<file path="src/rtl/mult_tiled_seq.sv">
`default_nettype none
// ============================================================================
// mult_tiled_seq : sequential WIDTHxWIDTH multiplier summing LANES exact
//                  2x2-bit tile products per cycle, signed/unsigned, valid/ready.
// Revision       : 1.0
// ============================================================================
module mult_tiled_seq #(
   parameter int WIDTH = 8,
   parameter int LANES = 2
) (
   input  logic               clk,
   input  logic               rst,
   input  logic               in_valid,
   output logic               in_ready,
   input  logic [WIDTH-1:0]   in_a,
   input  logic [WIDTH-1:0]   in_b,
   input  logic               in_signed,
   output logic               out_valid,
   input  logic               out_ready,
   output logic [2*WIDTH-1:0] out_p,
   output logic               busy
);

   localparam int c_half  = WIDTH / 2;
   localparam int c_tiles = c_half * c_half;
   localparam int c_pw    = 2 * WIDTH;
   localparam int c_kw    = $clog2(c_tiles + 1);

   localparam logic [c_kw-1:0] c_h_k     = c_kw'(c_half);
   localparam logic [c_kw-1:0] c_lanes_k = c_kw'(LANES);
   localparam logic [c_kw-1:0] c_last_k  = c_kw'(c_tiles - LANES);

   typedef enum logic [1:0] {
      S_IDLE = 2'd0,
      S_RUN  = 2'd1,
      S_DONE = 2'd2
   } state_t;

   state_t            r_state;
   logic [WIDTH-1:0]  r_ma;
   logic [WIDTH-1:0]  r_mb;
   logic              r_neg;
   logic [c_kw-1:0]   r_k;
   logic [c_pw-1:0]   r_acc;

   logic [WIDTH-1:0]  w_ma;
   logic [WIDTH-1:0]  w_mb;
   logic [c_pw-1:0]   w_batch;
   logic [c_pw-1:0]   w_sum;

   // Two's-complement negation of -2^(WIDTH-1) wraps to 2^(WIDTH-1), which is the
   // correct unsigned magnitude.
   assign w_ma = (in_signed && in_a[WIDTH-1]) ? (~in_a + 1'b1) : in_a;
   assign w_mb = (in_signed && in_b[WIDTH-1]) ? (~in_b + 1'b1) : in_b;

   assign in_ready = (r_state == S_IDLE) && !rst;

   always_comb begin : p_batch
      logic [c_kw-1:0] idx;
      logic [c_kw-1:0] ti;
      logic [c_kw-1:0] tj;
      logic [1:0]      da;
      logic [1:0]      db;
      logic [3:0]      tile;
      w_batch = '0;
      idx     = '0;
      ti      = '0;
      tj      = '0;
      da      = '0;
      db      = '0;
      tile    = '0;
      for (int l = 0; l < LANES; l++) begin
         idx     = r_k + c_kw'(l);
         ti      = idx % c_h_k;
         tj      = idx / c_h_k;
         da      = 2'(r_ma >> (2 * ti));
         db      = 2'(r_mb >> (2 * tj));
         tile    = {2'b00, da} * {2'b00, db};
         w_batch = w_batch + (c_pw'(tile) << (2 * (ti + tj)));
      end
   end

   assign w_sum = r_acc + w_batch;

   always_ff @(posedge clk or posedge rst) begin
      if (rst) begin
         r_state   <= S_IDLE;
         r_ma      <= '0;
         r_mb      <= '0;
         r_neg     <= 1'b0;
         r_k       <= '0;
         r_acc     <= '0;
         out_valid <= 1'b0;
         out_p     <= '0;
         busy      <= 1'b0;
      end else begin
         case (r_state)
            S_IDLE: begin
               if (in_valid) begin
                  r_ma    <= w_ma;
                  r_mb    <= w_mb;
                  r_neg   <= in_signed & (in_a[WIDTH-1] ^ in_b[WIDTH-1]);
                  r_acc   <= '0;
                  r_k     <= '0;
                  busy    <= 1'b1;
                  r_state <= S_RUN;
               end
            end
            S_RUN: begin
               if (r_k == c_last_k) begin
                  out_p     <= r_neg ? (~w_sum + 1'b1) : w_sum;
                  out_valid <= 1'b1;
                  r_state   <= S_DONE;
               end else begin
                  r_acc <= w_sum;
                  r_k   <= r_k + c_lanes_k;
               end
            end
            S_DONE: begin
               if (out_ready) begin
                  out_valid <= 1'b0;
                  busy      <= 1'b0;
                  r_state   <= S_IDLE;
               end
            end
            default: r_state <= S_IDLE;
         endcase
      end
   end

endmodule
`default_nettype wire

</file>
<file path="config.mk">
export PLATFORM = sky130hd
export DESIGN_NAME = mult_tiled_seq
export DESIGN_NICKNAME = d
export VERILOG_FILES = /design/src/rtl/mult_tiled_seq.sv
export SDC_FILE = /design/constraint.sdc
export NUM_CORES = 1
export LEC_CHECK = 0
export CAP_MARGIN = 20
export CORE_MARGIN = 3
export CORE_UTILIZATION = 60
export CTS_BUF_LIST = sky130_fd_sc_hd__clkbuf_8
export DETAILED_ROUTE_END_ITERATION = 7
export PLACE_DENSITY = 0.88
export SLEW_MARGIN = 20
export SYNTH_ARGS = -nofsm -noshare
export SYNTH_HDL_FRONTEND = slang
export SYNTH_SLANG_ARGS = --single-unit
</file>
<file path="constraint.sdc">
create_clock -name clk -period 6.1 [get_ports clk]
set_input_delay 0.915 -clock clk [delete_from_list [all_inputs] [get_ports clk]]
set_output_delay 0.915 -clock clk [all_outputs]
set_load 0.005 [all_outputs]
</file>
# Word-level counts from Yosys, hierarchy flattened
# Cells that the tools add are included.
# word_totals
register_bits	58
elab_cells	70
# op_classes
addsub	9
n_mul	2
eq_ne	7
n_shift	6
muxes	18
n_bitwise	5
reduce_logical	14
# op_table
operator	count
2-to-1 mux 16 bit	3
adder 16 bit	2
case mux 16 bit (2 select lines)	1
left shift 4 x 5 -> 16 bit	2
adder 16 x 1 -> 16 bit, second input constant	1
adder 8 x 1 -> 8 bit, second input constant	2
2-to-1 mux 8 bit	2
inverter 16 bit	1
inverter 8 bit	2
>> shifter 8 x 3 -> 2 bit	2
>> shifter 8 x 4 -> 2 bit	2
AND reduction 3 bit	4
2-to-1 mux 5 bit	2
case mux 5 bit (2 select lines)	1
adder 2 x 3 -> 4 bit	2
multiplier 2 x 2 -> 4 bit	2
!= test 2 bit, second input constant	4
2-to-1 mux 2 bit	3
case mux 2 bit (3 select lines)	1
nonzero test 2 bit	3
adder 5 x 1 -> 5 bit, second input constant	1
adder 5 x 2 -> 5 bit, second input constant	1
equality test 5 x 4 -> 1 bit, second input constant	1
case mux 1 bit (2 select lines)	2
other kinds (9)	14

# Longest topological paths before layout
# Gate-level depths: netlist of the first run.
# logic_depth
word_depth	9
ltp_mapped	22

# Worst setup path before layout of the first run
# OpenSTA, ideal clock, no wires.
# synth_path
path_kind	register to register
startpoint	register r_k[2]
endpoint	register out_p[14]
t_arrival_ns	4.767
slack_ns	1.204
stages_incl_launch_ff	21
synth_period_minus_slack_ns	4.896
path_cell_list	dfrtp_1 > clkbuf_1 > mux4_2 > nand2b_1 > nor2_1 > ha_1 > ha_1 > a21oi_1 > nor2_1 > fa_1 > inv_1 > fa_1 > nand2b_1 > a21o_1 > a21boi_0 > o21ai_2 > nor3_4 > nand3_1 > o31ai_1 > xnor2_1 > o21ai_1
# synth_via
elab_chain_cells	9
# synth_lines
item	line_no	source
start, declared	43	logic [c_kw-1:0] r_k;
start signal, assigned	116	r_k <= r_k + c_lanes_k;
adder 5 x 1 -> 5 bit	73	idx = r_k + c_kw'(l);
>> shifter 8 x 4 -> 2 bit	77	db = 2'(r_mb >> (2 * tj));
multiplier 2 x 2 -> 4 bit	78	tile = {2'b00, da} * {2'b00, db};
left shift 4 x 5 -> 16 bit	79	w_batch = w_batch + (c_pw'(tile) << (2 * (ti + tj)));
adder 16 bit	79	
adder 16 bit	83	assign w_sum = r_acc + w_batch;
inverter 16 bit	111	out_p <= r_neg ? (~w_sum + 1'b1) : w_sum;
adder 16 x 1 -> 16 bit	111	
2-to-1 mux 16 bit	111	
end signal, assigned	111	
end, declared	20	output logic [2*WIDTH-1:0] out_p,
# Parallel ways exist; a longest one is shown, timed or not.
# A chain may end at the register's enable or synchronous reset.

# Worst setup path in the final report of the first run
# Ends and elaborated chain as after synthesis.

==> run summary, run 1 <==
===============================================================================================
Final WS setup                                                                        0.4771 ns
I/O pin total                                                                                40
Post-synthesis instance area                                                       0.004398 mm2
Site row count                                                                               30
Share of the clock period used by the worst path                                         92.18%
Share of flip-flops with an asynchronous set or reset                                    100.0%
Seq/Total Area, Yosys                                                                    32.43%
Yosys cell types                                                                             51
Antenna violations before repair                                                              0
CP cell instances                                                                  mux4_2 > nand2b_1 > nor2_1 > ha_1 > ha_1 > nand2_1 > o31ai_1 > nand2_1 > nor2_1 > fa_1 > ha_1 > a211oi_2 > o211a_4 > o21bai_1 > a21oi_1 > mux2i_2 > nand3_1 > o31ai_1 > xnor2_1 > o21ai_1
Number of vias in the routed layout                                                        3839
Initial cell density of the core                                                         63.33%
Count of antenna diodes in the layout                                                         0
TritonCTS clock tree                                                                        yes
Width of the chip                                                                      91.62 um
Final estimated routing congestion in global placement                                   0.9559
Via-to-Cell Ratio                                                                         5.943
Via count of the first global-routing pass                                                 3580
H-tree levels                                                                                 3
Slowest stage delay, CP                                                                 0.81 ns
Unrepaired setup endpoints after global routing                                           false
Number of flops mapped to enable cells by yosys                                               0
Number of slew-limit violations in the final report                                           0
Total wire length                                                                      10.58 mm
Most used cells in the layout excluding fill and tap cells                         nand2_1 (74), dfrtp_1 (57), o21ai_0 (51)
Pre-CTS setup slack                                                                   0.5843 ns
Most frequent standard cell in the layout excluding fill and tap cells                  nand2_1
Status                                                                             complete, no violations
Most used flip-flop cell after synthesis                                                dfrtp_1
Max Fanout on Critical Path                                                                  20
Slowest cell on the critical path                                                       dfrtp_1
Worst setup skew after layout                                                       0.007875 ns
Drc violations                                                                                0
Detailed placement HPWL                                                                8.272 mm
DRT iter0 DRCs                                                                              377
Number of post-CTS setup repair buffers                                                       0
Cell occurring most often along the worst timing path                                      ha_1
Total Negative Setup Slacks                                                                0 ns
Gates resized, CTS repair                                                                     0
Synth Area in Simple Gates                                                               21.19%
Final routed wire length divided by cell count                                         16.38 um
CTS max path bufs                                                                             2
Worst-case register-to-register setup slack                                             0.48 ns
Count of mapped cells out of synthesis                                                      511
Number of warnings printed during yosys synthesis                                             0
Grt ovf                                                                                       0
Overall Power                                                                          2.719 mW
Total non-filler cell area in the finished layout                                  0.005059 mm2
Library cell occupying the most area in the post-synthesis netlist                      dfrtp_1
Fraction of post-synthesis cell area in the top cell type by area                        32.43%
Nets@finish                                                                                 607
Critical path launch point                                                               r_k[2]
Multiplexer share of the synthesized area                                                3.385%
Share of synthesized cell area in full adder, half adder and majority cells              14.57%
Hold Slack                                                                            0.4765 ns
Global-route usage over all layers                                                       26.82%
Die Outline Area                                                                   0.008393 mm2
Worst reg-to-reg path cell count                                                             20
Area after DPL                                                                     0.004862 mm2
I/O Buffers                                                                                  39
Largest family of logic cells by synthesized area                                  simple AND/OR/NAND/NOR gates
Category of the most critical setup path                                           register to register
Largest net degree at the start of global routing                                            58
Core ar.                                                                           0.006944 mm2
Area added between synthesis and finish                                                  15.02%
Post-cts hold buffer count                                                                    0
Synth area leaders                                                                 dfrtp_1 (32%), fa_1 (7.7%), ha_1 (6.8%)
Number of iterations in the first detailed-routing pass                                       7
Crit path capture type                                                                 register
Critical path required time                                                             6.29 ns
Share of the synthesized netlist area taken by xor and xnor gates                        8.535%
Compound-cell area share of the yosys netlist                                            16.27%
Critical path startpoint category                                                      register
Worst Hold End                                                                          r_mb[7]
Share of final-layout standard cells stronger than drive strength 1                      7.091%
Worst ir drop on vdd                                                                0.0002753 V
Data arrival time of the worst path                                                     5.81 ns
Max Cap Violations                                                                            0
Clock input transition at the sequential cells of the worst setup and hold paths        0.07 ns
Number of nets still failing antenna checks after routing                                     0
Clock sink total                                                                             57
Critical R2R Capture                                                                  out_p[14]
Post-synthesis register bit count                                                            57
Post-synthesis net count                                                                    573
Hold path startpoint                                                                    r_mb[7]
Mean Syn Cell Area                                                                    8.607 um2
Number of buffers created by CTS                                                              9
Fmax                                                                                  177.8 MHz
Worst hold stages                                                                             2
Hold WC Path Type                                                                  register to register
Global-route wire length before repair                                                 17.73 mm
Total setup violations reported at the end of the flow                                        0
Normalized max-slew margin                                                               41.40%
Latest clock arrival within the worst-skew pair                                         0.33 ns
Shortest clock period the worst path allows after layout                               5.623 ns
Die Y                                                                                  91.62 um
Pwr/cell area                                                                      537.6 mW/mm2
Filler cell count in the final layout                                                       560
Startpoint of the worst register-to-register path                                        r_k[2]
Pleak                                                                                  2.267 nW
Cell chosen for the clock root                                                         clkbuf_8
Number of hold violations in the final report                                                 0
Worst Tran Pin Value                                                                  0.8769 ns
===============================================================================================
[Yosys cell counts (4+ instances only)]
cell	count
xnor2_1	28
a21oi_1	20
mux2i_1	9
xor2_1	13
inv_1	21
or2_2	4
o31ai_1	8
nor2b_1	5
nand4_1	4
a21o_1	5
nand2_1	74
fa_1	17
o21ai_0	52
dfrtp_1	57
nand2b_1	10
nor2_1	47
nor3b_1	5
o21ai_1	9
nor3_1	11
ha_1	24
clkbuf_1	17
or3_1	7
nand3_1	25
[worst max-delay path: cells and delay by family (launching register included)]
family          cells  cell delay, ns
fa+ha+maj           4            1.33
compound gates      7            1.39
flops               1            0.81
xor+xnor            1            0.17
mux                 2            0.92
simple gates        6            0.84
[metal layers]
metal | vias to the layer above | routed length (um) | global-route usage, %
met5 | - | 0 | 0
met4 | 0 | 153 | 6.658
met3 | 19 | 696 | 5.086
met2 | 140 | 5132 | 43.40
met1 | 1840 | 4599 | 37.27
li1 | 1840 | - | -
[power breakdown]
group / internal, mW / leakage (nW) / total [mW] / switching (mW)
combinational: 0.684 / 1.43 / 1.70 / 1.01
clock: 0.197 / 0.0995 / 0.351 / 0.155
sequential: 0.531 / 0.733 / 0.673 / 0.143
total: 1.41 / 2.27 / 2.72 / 1.31
[worst max path at each step]
stage               depth (start not counted)  slack [ns]         to
global placement                           19        0.79  out_p[14]
CTS                                        20        0.58  out_p[14]
floorplan                                  20        1.20  out_p[14]
detailed placement                         19        0.58  out_p[14]
global route                               20        0.12  out_p[14]
finish                                     20        0.48  out_p[14]
[through the flow]
stage | cells | util, %
floorplan | 511 | -
global placement | 630 | 70.02
detailed placement | 630 | 70.02
CTS | 646 | 72.85
global route | 646 | 72.85
finish | 646 | 72.85
[cells by family (layout without fill, tap and decap cells)]
kind of cell,count (synthesis),after routing
and+or+nand+nor,200,200
AOI/OAI and AO/OA,117,117
DFF,57,57
xor gates and xnor gates,42,42
buffers and inverters,42,81
adders and majority gates,41,41
muxes,12,12
[cell type report]
cell class              instances  area [um2]  share of cell area (%)
clock buffers                  10       137.6                   2.721
inverters                      22       82.58                   1.632
flip-flops and latches         57        1426                   28.20
repair buffers                 43       420.4                   8.311
multi-input cells             412        2813                   55.60
well taps                      96       120.1                   2.374
clock inverters                 6       58.81                   1.163
[sequential cells by signal (all words and copies together), names as in the netlist]
signal     flops
r_state        2
r_neg          1
r_k            4
r_mb           8
r_ma           8
out_p         16
r_acc         16
out_valid      1
busy           1
No activity file was read; power rests on OpenSTA's default activity.
==> inputs of run 2 (changes only) <==
Settings changed: ABC_CLOCK_PERIOD_IN_PS set to 6100.
==> results of run 2 <==
No change in the layout: final DEF, timing and power equal those of run 1.
==> inputs of run 3 (changes only) <==
--- a/config.mk
+++ b/config.mk
@@ -12,2 +12,3 @@
 export CTS_BUF_LIST = sky130_fd_sc_hd__clkbuf_8
+export CTS_CLUSTER_DIAMETER = 200
 export DETAILED_ROUTE_END_ITERATION = 7
--- a/constraint.sdc
+++ b/constraint.sdc
@@ -3,2 +3,2 @@
 set_output_delay 0.915 -clock clk [all_outputs]
-set_load 0.005 [all_outputs]
+set_load 0.05 [all_outputs]
==> results of run 3 <==
The final DEF is identical to that of run 1. Status: complete, no violations.
Among the figures that moved: total power 2.719 mW -> 2.892 mW; worst IR drop on VDD 0.0002753 V -> 0.0002758 V
